`config.mk`:
```
export PLATFORM = sky130hd
export DESIGN_NAME = demux4_lane_flat
export DESIGN_NICKNAME = d
export VERILOG_FILES = /design/src/rtl/demux4_lane_if.sv /design/src/rtl/demux4_lane.sv /design/src/flat_wrapper.sv
export SDC_FILE = /design/constraint.sdc
export NUM_CORES = 1
export LEC_CHECK = 0
export BUFFER_PORTS_ARGS = -buffer_cell sky130_fd_sc_hd__buf_4
export CORE_UTILIZATION = 45
export CTS_BUF_LIST = sky130_fd_sc_hd__clkbuf_16
export CTS_CLUSTER_DIAMETER = 120
export DETAILED_ROUTE_END_ITERATION = 16
export PLACE_DENSITY_LB_ADDON = 0.1
export SLEW_MARGIN = 10
export SYNTH_ARGS = -nofsm -noshare
export SYNTH_HDL_FRONTEND = slang
export SYNTH_SLANG_ARGS = --single-unit
```
`constraint.sdc`:
```
create_clock -name clk -period 2.1 [get_ports clk]
set_clock_uncertainty 0.15 [all_clocks]
set_input_delay 0.42 -clock clk [delete_from_list [all_inputs] [get_ports clk]]
set_output_delay 0.42 -clock clk [all_outputs]
set_load 0.1 [all_outputs]
```
`src/rtl/demux4_lane_if.sv`:
```
// demux4_lane_if: handshake and lane bus for the 1-to-4 demultiplexer.
//   in_data/in_valid/in_ready : input stream (valid/ready)
//   in_sel/auto_mode/sync     : lane selection and round-robin control
//   out_data/out_valid/out_ready : four output lanes, lane k at [k*WIDTH +: WIDTH]
//   cur_sel/frame_done        : status (next target lane, end-of-frame pulse)
// master = producer/consumer side, slave = the demultiplexer.
interface demux4_lane_if #(
    parameter int unsigned WIDTH = 1
);
    localparam int unsigned LANES = 4;

    logic [WIDTH-1:0]       in_data;
    logic                   in_valid;
    logic                   in_ready;
    logic [1:0]             in_sel;
    logic                   auto_mode;
    logic                   sync;
    logic [LANES*WIDTH-1:0] out_data;
    logic [LANES-1:0]       out_valid;
    logic [LANES-1:0]       out_ready;
    logic [1:0]             cur_sel;
    logic                   frame_done;

    modport master (
        output in_data, in_valid, in_sel, auto_mode, sync, out_ready,
        input  in_ready, out_data, out_valid, cur_sel, frame_done
    );

    modport slave (
        input  in_data, in_valid, in_sel, auto_mode, sync, out_ready,
        output in_ready, out_data, out_valid, cur_sel, frame_done
    );
endinterface

```
`src/rtl/demux4_lane.sv`:
```
// demux4_lane: registered 1-to-4 demultiplexer with one holding register per lane.
//   clk  : clock, rising edge
//   rst  : synchronous active-high reset
//   bus  : demux4_lane_if.slave (input stream, lane outputs, selection, status)
// The target lane is in_sel (direct mode) or a round-robin pointer (auto mode).
// in_ready and cur_sel are combinational; lane data/valid and frame_done are registered.
module demux4_lane #(
    parameter int unsigned WIDTH = 1
) (
    input  logic         clk,
    input  logic         rst,
    demux4_lane_if.slave bus
);
    localparam int unsigned LANES = 4;

    logic [1:0]             r_ptr;
    logic [LANES-1:0]       r_valid;
    logic [LANES*WIDTH-1:0] r_data;
    logic                   r_frame_done;

    logic [1:0]             w_tgt;
    logic                   w_ready;
    logic                   w_accept;
    logic                   w_auto_accept;
    logic [LANES-1:0]       w_wr;
    logic [LANES-1:0]       w_valid_nxt;
    logic [1:0]             w_ptr_nxt;

    // Lane selection, handshake and next-state computation
    always_comb begin
        w_tgt         = bus.auto_mode ? r_ptr : bus.in_sel;
        w_ready       = !r_valid[w_tgt] || bus.out_ready[w_tgt];
        // Nothing is stored while reset is held, even if the handshake completes.
        w_accept      = bus.in_valid && w_ready && !rst;
        w_auto_accept = w_accept && bus.auto_mode;
        w_wr          = '0;
        if (w_accept) begin
            w_wr[w_tgt] = 1'b1;
        end
        // A write wins over a drain on the same lane, keeping the lane full.
        for (int k = 0; k < LANES; k++) begin
            w_valid_nxt[k] = w_wr[k] || (r_valid[k] && !bus.out_ready[k]);
        end
        // sync overrides the advance: an accept with sync lands at ptr, then ptr restarts at 1.
        w_ptr_nxt = r_ptr;
        if (w_auto_accept) begin
            w_ptr_nxt = bus.sync ? 2'd1 : 2'(r_ptr + 2'd1);
        end else if (bus.sync) begin
            w_ptr_nxt = 2'd0;
        end
    end

    // State registers
    always_ff @(posedge clk) begin
        if (rst) begin
            r_ptr        <= 2'd0;
            r_valid      <= '0;
            r_data       <= '0;
            r_frame_done <= 1'b0;
        end else begin
            r_ptr        <= w_ptr_nxt;
            r_valid      <= w_valid_nxt;
            r_frame_done <= w_auto_accept && (r_ptr == 2'd3);
            for (int k = 0; k < LANES; k++) begin
                if (w_wr[k]) begin
                    r_data[k*WIDTH +: WIDTH] <= bus.in_data;
                end
            end
        end
    end

    assign bus.in_ready   = w_ready;
    assign bus.cur_sel    = w_tgt;
    assign bus.out_valid  = r_valid;
    assign bus.out_data   = r_data;
    assign bus.frame_done = r_frame_done;
endmodule

```
`src/flat_wrapper.sv`:
```
// flat-port wrapper written by rule: the top's interface ports become plain ports
module demux4_lane_flat 
#(
    parameter int unsigned WIDTH = 1
)
  (clk, rst, bus_in_data, bus_in_valid, bus_in_sel, bus_auto_mode, bus_sync, bus_out_ready, bus_in_ready, bus_out_data, bus_out_valid, bus_cur_sel, bus_frame_done);
  demux4_lane_if #(.WIDTH(WIDTH)) bus_i ();
  input  logic clk;
  input  logic rst;
  input wire logic [$bits(bus_i.in_data)-1:0] bus_in_data;
  input wire logic [$bits(bus_i.in_valid)-1:0] bus_in_valid;
  input wire logic [$bits(bus_i.in_sel)-1:0] bus_in_sel;
  input wire logic [$bits(bus_i.auto_mode)-1:0] bus_auto_mode;
  input wire logic [$bits(bus_i.sync)-1:0] bus_sync;
  input wire logic [$bits(bus_i.out_ready)-1:0] bus_out_ready;
  output wire logic [$bits(bus_i.in_ready)-1:0] bus_in_ready;
  output wire logic [$bits(bus_i.out_data)-1:0] bus_out_data;
  output wire logic [$bits(bus_i.out_valid)-1:0] bus_out_valid;
  output wire logic [$bits(bus_i.cur_sel)-1:0] bus_cur_sel;
  output wire logic [$bits(bus_i.frame_done)-1:0] bus_frame_done;
  assign bus_i.in_data = bus_in_data;
  assign bus_i.in_valid = bus_in_valid;
  assign bus_i.in_sel = bus_in_sel;
  assign bus_i.auto_mode = bus_auto_mode;
  assign bus_i.sync = bus_sync;
  assign bus_i.out_ready = bus_out_ready;
  assign bus_in_ready = bus_i.in_ready;
  assign bus_out_data = bus_i.out_data;
  assign bus_out_valid = bus_i.out_valid;
  assign bus_cur_sel = bus_i.cur_sel;
  assign bus_frame_done = bus_i.frame_done;
  demux4_lane #(.WIDTH(WIDTH)) u_core (.clk(clk), .rst(rst), .bus(bus_i));
endmodule
```
==> impl_metrics.toml, run 1 <==
[outcome]
outcome = "completed"

[setup_path]
timing.rr.end = "u_core.bus.out_data[3]$_SDFFE_PP0P_"
critPathArrivalTime_ns = 1.49
cp_max_fo = 3
reg2regPathDepth = 5
crit_path_start_kind = "input pin"
crit_type = "input pin to output pin"
end_kind = "output pin"
r2r_slack_ns = 0.41
r2r-start = "u_core.r_ptr[1]$_SDFFE_PP0P_"
crit_required_ns = 1.53

[yosys]
postSynthAreaPerCell_um2 = 9.759
ys_seq_area_frac = 0.3761
syn_nets = 73
async_reset_ff_frac = 0
netlist_area_um2 = 585.6
synth_edf_count = 0
yosys-top-cells-count = "11 x dfxtp_1, 6 x mux2i_1, 6 x nand2b_1, 5 x nand3_1"
yosysTopAreaCellShare = 0.3761
ys.flop_type = "dfxtp_1"
post-synth-top-count-cell = "dfxtp_1"
synth-seq-cells = 11
synth_top_area_cell = "dfxtp_1"
syn_inst = 60
synth_area_leaders = "dfxtp_1 38%, mux2i_1 10%, mux2i_4 7.7%"
yosysWarnings = 0
synth.distinct_cells = 25

[cells_and_area]
utilization = 0.7868
drive_gt1_frac = 0.5055
fin_nets = 105
n_antenna_cell = 0
syn_to_final_growth_pct = 55.34
fill_cells = 83
multi_input_area_um2 = 350.3
regArea_um2 = 225.2

[power_and_ir_drop]
pwr-share-seq = 0.305
peakVddDrop_mv = 0.7058
cellPowerDensity_nw_per_um2 = 786.5
p_switching_w = 0.0001972
total_power_w = 0.0007154
sw_frac_of_total = 0.2756
combPwrFrac = 0.201
power_frac_clock = 0.494
p_leak_nw = 0.4086
p_int_w = 0.0005182

[clock_network]
cts_buffers = 3
ctsHoldBuffers = 0
clk_latency_ns = 0.24
post_cts_resized = 1
cts_tree = "done"
path_clk_slew_ns = 0.04
cts_htree_levels = 1
clock-sinks = 11
root_buffer = "clkbuf_16"
post_cts_buffers = 0
cts_buffer_depth = 2

[detailed_routing]
drt_iter0_markers = 7
drtPass1Iterations = 4
ant_nets = 0
drc = 0
routed_via_density = 5.076
vias = 533
wl_um = 1368
wl_per_cell_um = 13.03

[floorplanning]
fp.dieH_um = 38.07
coreArea_um2 = 1156
die_w_um = 38.07
fp.dieArea_um2 = 1449
rows = 12
start_util = 0.5065
pin_count = 24

[timing]
rsz0062_at_grt = "false"
fin_ws_ns = 0.03534
holdWs_ns = 0.1896
finalCritPeriodShare = 0.9832
slew-limit-headroom = 0.7268
slew_violations = 0
min_period_ns = 2.065
worst_slew_pin_slew_ns = 0.4041
setup_violations = 0
hold_viol = 0
fmax_mhz = 484.3

[grt]
grt_start_max_net_pins = 13
grt_pass1_wl_um = 2228
grt_pass1_vias = 516
grt_antenna_before_repair = 0
grt_usage = 0.2301
gr-total-overflow = 0

[placement]
place_ws_ns = -0.005073
io_buffers = 23
place_congestion = 0.8172
hpwl_um = 961.5

[hold_path]
hold_path_startpoint = "bus_sync"
hold_path_class = "input pin to flop"
min_to = "u_core.r_ptr[1]$_SDFFE_PP0P_"
holdPathStages = 2

[run]
drv_cap = 0
how the worst max path moves through the flow:
stage | from | end | slack (ns) | cells after the start
CTS | bus_auto_mode | bus_in_ready | 0.03 | 6
global placement | bus_auto_mode | bus_in_ready | 0.03 | 6
finish | bus_auto_mode | bus_in_ready | 0.04 | 6
global route | bus_auto_mode | bus_in_ready | 0.004 | 6
detailed placement | bus_auto_mode | bus_in_ready | -0.005 | 6
floorplan | bus_auto_mode | bus_in_ready | -0.06 | 4
layout by cell type, fill, tap and decap left out, types with 2 or more instances in the layout:
cell type	count
a21oi_1	4
buf_4	29
clkbuf_16	3
dfxtp_1	7
dfxtp_2	4
mux2i_1	5
mux2i_4	2
nand2_1	2
nand2b_1	6
nand3_1	5
nand4_1	3
nor2_1	4
nor2b_1	2
final cells by class:
class                           instances  share of cell area
Inverter                                2            0.008253
Sequential cell                        11              0.2476
Clock inverter                          1            0.005502
Timing Repair Buffer                   30              0.2517
Clock buffer                            3             0.08253
Tap cell                               14             0.01926
Multi-Input combinational cell         44              0.3851
state kept, by name (all words and copies together) (netlist names):
name and cells:
u_core.bus.out_valid 4, u_core.bus.frame_done 1, u_core.r_ptr 2, u_core.bus.out_data 4
worst max-delay path, stage by stage:
cell     delay (ns)
buf_4          0.11
mux2i_4        0.28
mux2_4         0.33
nand2_1        0.11
o21ai_4        0.06
buf_6          0.18
per-stage QoR:
stage	instance area (um^2)	std cells	TNS, ns
after floorplan	614.3	60	-0.06168
final	909.6	105	0
after global routing	909.6	105	0
after CTS	909.6	105	0
after global placement	825.8	101	0
after detailed placement	825.8	101	-0.005073
power groups by stage:
stage	combinational, W	clock, W	sequential [W]
3_5_place_dp	0.000142	0	0.000222
2_1_floorplan	0.0000759	0	0.000249
6_report	0.000144	0.000353	0.000218
4_1_cts	0.000144	0.000353	0.000218
5_1_grt	0.000152	0.000366	0.000219
3_3_place_gp	0.000141	0	0.000222
cell families after synthesis:
kind of cell / Yosys count / share of synthesized area
AND/OR/NAND/NOR: 26 / 0.2628
flip-flops: 11 / 0.3761
multiplexers: 9 / 0.2051
AO/OA/AOI/OAI: 8 / 0.08334
buffers and inverters: 5 / 0.05127
adder cells (fa/ha/maj): 1 / 0.02136
routing by layer:
layer | global-route usage | part of all wire
met1 | 0.2383 | 0.42
met4 | 0.05357 | 0.012
met5 | 0 | 0
met3 | 0.1047 | 0.058
met2 | 0.4153 | 0.50
Power figures use the tool's default switching activity.
==> inputs of run 2 (changes only) <==
--- a/config.mk
+++ b/config.mk
@@ -6,12 +6,13 @@
 export NUM_CORES = 1
 export LEC_CHECK = 0
 export BUFFER_PORTS_ARGS = -buffer_cell sky130_fd_sc_hd__buf_4
-export CORE_UTILIZATION = 45
+export CORE_AREA = 2 2 39 41
 export CTS_BUF_LIST = sky130_fd_sc_hd__clkbuf_16
 export CTS_CLUSTER_DIAMETER = 120
 export DETAILED_ROUTE_END_ITERATION = 16
+export DIE_AREA = 0 0 41 43
 export PLACE_DENSITY_LB_ADDON = 0.1
-export SLEW_MARGIN = 10
+export SLEW_MARGIN = 25
 export SYNTH_ARGS = -nofsm -noshare
 export SYNTH_HDL_FRONTEND = slang
 export SYNTH_SLANG_ARGS = --single-unit
==> constraint.sdc (replaced) <==
create_clock -name clk -period 2.6 [get_ports clk]
set_clock_uncertainty 0.15 [all_clocks]
set_input_delay 0.52 -clock clk [delete_from_list [all_inputs] [get_ports clk]]
set_output_delay 0.52 -clock clk [all_outputs]
set_load 0.1 [all_outputs]
==> run 2 against run 1 <==
Compared with the run above: combinational power fell by 25%; final cell count is 2.9% lower; total power down 22%.
==> impl_metrics.toml, run 2 (synthesis results as in run 1) <==
[floorplanning]
fp.dieH_um = 43
die_w_um = 41
coreArea_um2 = 1384
rows = 14
start_util = 0.4231
fp.dieArea_um2 = 1763
pin_count = 24

[hold_path]
min_to = "u_core.r_ptr[1]$_SDFFE_PP0P_"
hold_path_startpoint = "bus_sync"
holdPathStages = 2
hold_path_class = "input pin to flop"

[placement]
hpwl_um = 910.1
place_ws_ns = 0.1324
place_congestion = 0.7087
place_area_um2 = 782.0
io_buffers = 23

[power_and_ir_drop]
p_leak_nw = 0.3874
sw_frac_of_total = 0.2633
p_int_w = 0.0004100
total_power_w = 0.0005565
combPwrFrac = 0.194
pwr-share-seq = 0.317
power_frac_clock = 0.489
peakVddDrop_mv = 0.4101
cellPowerDensity_nw_per_um2 = 646.5
p_switching_w = 0.0001465

[setup_path]
end_kind = "output pin"
r2r-start = "u_core.r_ptr[1]$_SDFFE_PP0P_"
critPathArrivalTime_ns = 1.80
crit_type = "input pin to output pin"
reg2regPathDepth = 5
cp_max_fo = 9
crit_path_start_kind = "input pin"
r2r_slack_ns = 1.00
crit_required_ns = 1.93
timing.rr.end = "u_core.bus.out_data[1]$_SDFFE_PP0P_"

[clock_network]
post_cts_buffers = 0
root_buffer = "clkbuf_16"
path_clk_slew_ns = 0.04
clock-sinks = 11
ctsHoldBuffers = 0
cts_tree = "done"
cts_buffers = 3
cts_htree_levels = 1
cts_buffer_depth = 2
post_cts_resized = 0
clk_latency_ns = 0.23

[timing]
finalCritPeriodShare = 0.9497
hold_viol = 0
min_period_ns = 2.469
tns_ns = 0
fin_ws_ns = 0.1309
slew-limit-headroom = 0.7725
holdWs_ns = 0.2987
slew_violations = 0
setup_violations = 0
fmax_mhz = 405.0
rsz0062_at_grt = "false"
worst_slew_pin_slew_ns = 0.3341

[cells_and_area]
fin_nets = 100
multi_input_area_um2 = 346.6
final_cell_mix = "25 x buf_4, 11 x dfxtp_1, 6 x nand2b_1, 6 x mux2i_1, 5 x nand3_1"
layout_commonest_cell = "buf_4"
drive_gt1_frac = 0.4070
syn_to_final_growth_pct = 47.01
regArea_um2 = 220.2
fill_cells = 126
n_antenna_cell = 0
fin_area_um2 = 860.8

[detailed_routing]
wl_per_cell_um = 11.79
wl_um = 1203
drtPass1Iterations = 4
ant_nets = 0
drc = 0
vias = 511
routed_via_density = 5.010
drt_iter0_markers = 9

[grt]
grt_start_max_net_pins = 13
gr-total-overflow = 0
grt_usage = 0.1694
grt_antenna_before_repair = 0
grt_pass1_wl_um = 2001
grt_pass1_vias = 465

[run]
drv_cap = 0

[outcome]
outcome = "completed"
-- run 2: changes by cell type in the layout (fill, tap and decap cells not counted) --
cell,previous run,this run
dfxtp_1,7,11
dfxtp_2,4,0
clkinv_2,1,0
buf_4,29,25
inv_1,1,2
buf_6,1,0
mux2i_2,1,0
mux2i_1,5,6
-- run 2: final cells by class --
cell class	instances	share of cell area
Sequential cell	11	0.2558
Clock buffer	3	0.08721
Tap cell	16	0.02326
Timing Repair Buffer	25	0.2180
Multi-Input combinational cell	44	0.4026
Inverter	2	0.008721
Clock inverter	1	0.004360
-- run 2: stage by stage --
step,util,cells
finish,0.6221,102
global placement,0.5651,98
global route,0.6221,102
floorplan,-,60
detailed placement,0.5651,98
CTS,0.6221,102
-- run 2: how the worst max path moves through the flow --
stage | slack (ns) | end | depth (start not counted) | start
after floorplan | 0.19 | bus_in_ready | 4 | bus_auto_mode
after global placement | 0.15 | bus_in_ready | 6 | bus_auto_mode
after detailed placement | 0.13 | bus_in_ready | 6 | bus_auto_mode
after CTS | 0.13 | bus_in_ready | 6 | bus_auto_mode
after global routing | 0.06 | bus_in_ready | 6 | bus_auto_mode
final | 0.13 | bus_in_ready | 6 | bus_auto_mode
-- run 2: worst max-delay path, cell delays in order --
cell,delay (ns)
buf_4,0.14
mux2i_4,0.38
mux2_4,0.35
nand2_1,0.11
o21ai_4,0.06
buf_4,0.23
-- run 2: layer usage --
layer | vias up | wire (um) | GRT usage
met5 | - | 0 | 0
met4 | 0 | 9 | 0.08000
met3 | 2 | 88 | 0.06283
met2 | 19 | 569 | 0.2344
met1 | 225 | 535 | 0.2248
li1 | 265 | - | -
-- run 2: power groups by stage --
stage	Clock, W	Sequential (W)	Combinational (W)
3_3_place_gp	0	0.000179	0.000108
6_report	0.000272	0.000176	0.000108
5_1_grt	0.000290	0.000177	0.000114
3_5_place_dp	0	0.000179	0.000108
4_1_cts	0.000279	0.000176	0.000108
2_1_floorplan	0	0.000200	0.0000594
==> inputs of run 3 (changes only) <==
--- a/config.mk
+++ b/config.mk
@@ -5,6 +5,7 @@
 export SDC_FILE = /design/constraint.sdc
 export NUM_CORES = 1
 export LEC_CHECK = 0
+export ABC_AREA = 1
 export BUFFER_PORTS_ARGS = -buffer_cell sky130_fd_sc_hd__buf_4
 export CORE_AREA = 2 2 39 41
 export CTS_BUF_LIST = sky130_fd_sc_hd__clkbuf_16
==> run 3 against run 2 <==
Compared with the run above: clock power about the same; clock-buffer cell count unchanged; critical path depth increased by 3; maximum frequency increased by 11%; global-route usage increased by 0.66 points; setup slack improved by 0.25 ns; final area increased by 4.8%; final cell count increased by 43%; die area unchanged; area after synthesis increased by 7.7%; synthesized cell count increased by 72%; register-to-register slack improved by 0.04 ns; critical path type unchanged; highest routed layer unchanged.
==> impl_metrics.toml, run 3 <==
[outcome]
outcome = "completed"

[power_and_ir_drop]
p_int_w = 0.0004113
p_switching_w = 0.0001670
power_frac_clock = 0.469
combPwrFrac = 0.221
sw_frac_of_total = 0.2888
total_power_w = 0.0005783
pwr-share-seq = 0.310
cellPowerDensity_nw_per_um2 = 641.1
peakVddDrop_mv = 0.4943
p_leak_nw = 0.4971

[detailed_routing]
routed.top_layer = "met4"
wl_met3_um = 90
wl_per_cell_um = 9.548
wl_um = 1394
ant_nets = 0
drt_iter0_markers = 19
drc = 0
routed_via_density = 4.527
met2_length_um = 616
drtPass1Iterations = 4
wl_met1_um = 656
vias = 661

[cells_and_area]
n_antenna_cell = 0
fill_cells = 135
fin_area_um2 = 902.1
drive_gt1_frac = 0.3077
fin_nets = 144
utilization = 0.6519
layout_commonest_cell = "nand2_1"
syn_to_final_growth_pct = 43.06
final_cell_mix = "35 x nand2_1, 23 x buf_4, 17 x inv_1, 14 x nor2_1, 11 x dfxtp_1"

[setup_path]
reg2regPathDepth = 11
timing.rr.end = "u_core.bus.out_data[0]$_SDFFE_PP0P_"
critPathArrivalTime_ns = 1.55
r2r_slack_ns = 1.04
cp-startpoint = "bus_auto_mode"
crit_required_ns = 1.93
crit_path_start_kind = "input pin"
end_kind = "output pin"
crit_type = "input pin to output pin"
r2r-start = "u_core.r_ptr[0]$_SDFFE_PP0P_"
cp_max_fo = 6

[grt]
grt_usage = 0.1759
grt_start_max_net_pins = 8
grt_pass1_wl_um = 2056
grt_antenna_before_repair = 0
gr-total-overflow = 0
grt_pass1_vias = 534

[run]
drv_cap = 0

[yosys]
synth-seq-cells = 11
syn_nets = 116
post-synth-top-count-cell = "nand2_1"
synth_area_leaders = "dfxtp_1 35%, nand2_1 21%, inv_1 9.5%"
syn_inst = 103
synth_top_area_cell = "dfxtp_1"
yosysTopAreaCellShare = 0.3492
netlist_area_um2 = 630.6
ys.flop_type = "dfxtp_1"
synth.distinct_cells = 12
yosysWarnings = 0
ys_seq_area_frac = 0.3492
async_reset_ff_frac = 0
postSynthAreaPerCell_um2 = 6.122
synth_edf_count = 0
yosys-top-cells-count = "35 x nand2_1, 16 x inv_1, 14 x nor2_1, 11 x dfxtp_1, 8 x nand3_1"

[floorplanning]
start_util = 0.4557
fp.dieH_um = 43
fp.dieArea_um2 = 1763
coreArea_um2 = 1384
die_w_um = 41
rows = 14
pin_count = 24

[timing]
hold_viol = 0
worst_slew_pin_slew_ns = 0.3126
slew-limit-headroom = 0.7908
min_period_ns = 2.220
finalCritPeriodShare = 0.8539
slew_violations = 0
fmax_mhz = 450.4
fin_ws_ns = 0.3798
setup_violations = 0
rsz0062_at_grt = "false"
tns_ns = 0

[clock_network]
cts_buffer_depth = 2
post_cts_resized = 0
cts_htree_levels = 1
cts_buffers = 3
cts_tree = "done"
post_cts_buffers = 0
root_buffer = "clkbuf_16"
clock-sinks = 11
clk_latency_ns = 0.24
ctsHoldBuffers = 0
path_clk_slew_ns = 0.04

[hold_path]
min_to = "u_core.bus.out_valid[2]$_SDFF_PP0_"
hold_path_startpoint = "u_core.bus.out_valid[2]$_SDFF_PP0_"
holdPathStages = 2
hold_path_class = "flop to flop"

[placement]
place_area_um2 = 823.3
io_buffers = 23
hpwl_um = 1100
place_ws_ns = 0.3702
place_congestion = 0.8035
## run 3: through the flow
step                      cells  hold WS, ns
final                       146       0.3353
after global routing        146       0.3603
after CTS                   146       0.3403
after detailed placement    142       0.3250
after global placement      142       0.3226
after floorplan             103       0.3899
## run 3: routing by layer
| metal | vias to the layer above | global-route usage |
|---|---|---|
| met3 | 4 | 0.04712 |
| met5 | - | 0 |
| li1 | 362 | - |
| met4 | 0 | 0.1200 |
| met2 | 15 | 0.2563 |
| met1 | 280 | 0.2138 |
## run 3: worst max-delay path by stage
stage / end
after floorplan: bus_in_ready
after global placement: bus_in_ready
after detailed placement: bus_in_ready
after CTS: bus_in_ready
after global routing: bus_in_ready
final: bus_in_ready
## run 3: logic make-up (layout without fill, tap and decap cells)
group	count (synthesis)	after routing	synth area share
DFF	11	11	0.3492
and+or+nand+nor	70	70	0.4980
AOI/OAI and AO/OA	4	4	0.03175
buffers and inverters	17	44	0.1012
adders and majority gates	1	1	0.01984
## run 3: final cells by class
class / count / area, um^2 / area share
inverter: 17 / 63.81 / 0.07074
tap: 16 / 20.02 / 0.02219
clock buffer: 3 / 75.07 / 0.08322
sequential: 11 / 220.2 / 0.2441
clock inverter: 1 / 3.754 / 0.004161
multi-input combinational: 75 / 346.6 / 0.3842
timing repair buffer: 23 / 172.7 / 0.1914
## run 3: power by group through the flow
| stage | combinational (W) | clock [W] | sequential (W) |
|---|---|---|---|
| finish | 0.000128 | 0.000271 | 0.000179 |
| global route | 0.000136 | 0.000286 | 0.000180 |
| CTS | 0.000129 | 0.000275 | 0.000179 |
| detailed placement | 0.000128 | 0 | 0.000182 |
| global placement | 0.000127 | 0 | 0.000182 |
| floorplan | 0.0000567 | 0 | 0.000217 |
## run 3: critical path, stage by stage
cell,delay [ns]
buf_4,0.13
inv_2,0.07
nand2_1,0.05
nand2_1,0.14
nand3_1,0.09
nand2_1,0.09
nor2_2,0.04
nand2_2,0.11
buf_4,0.31
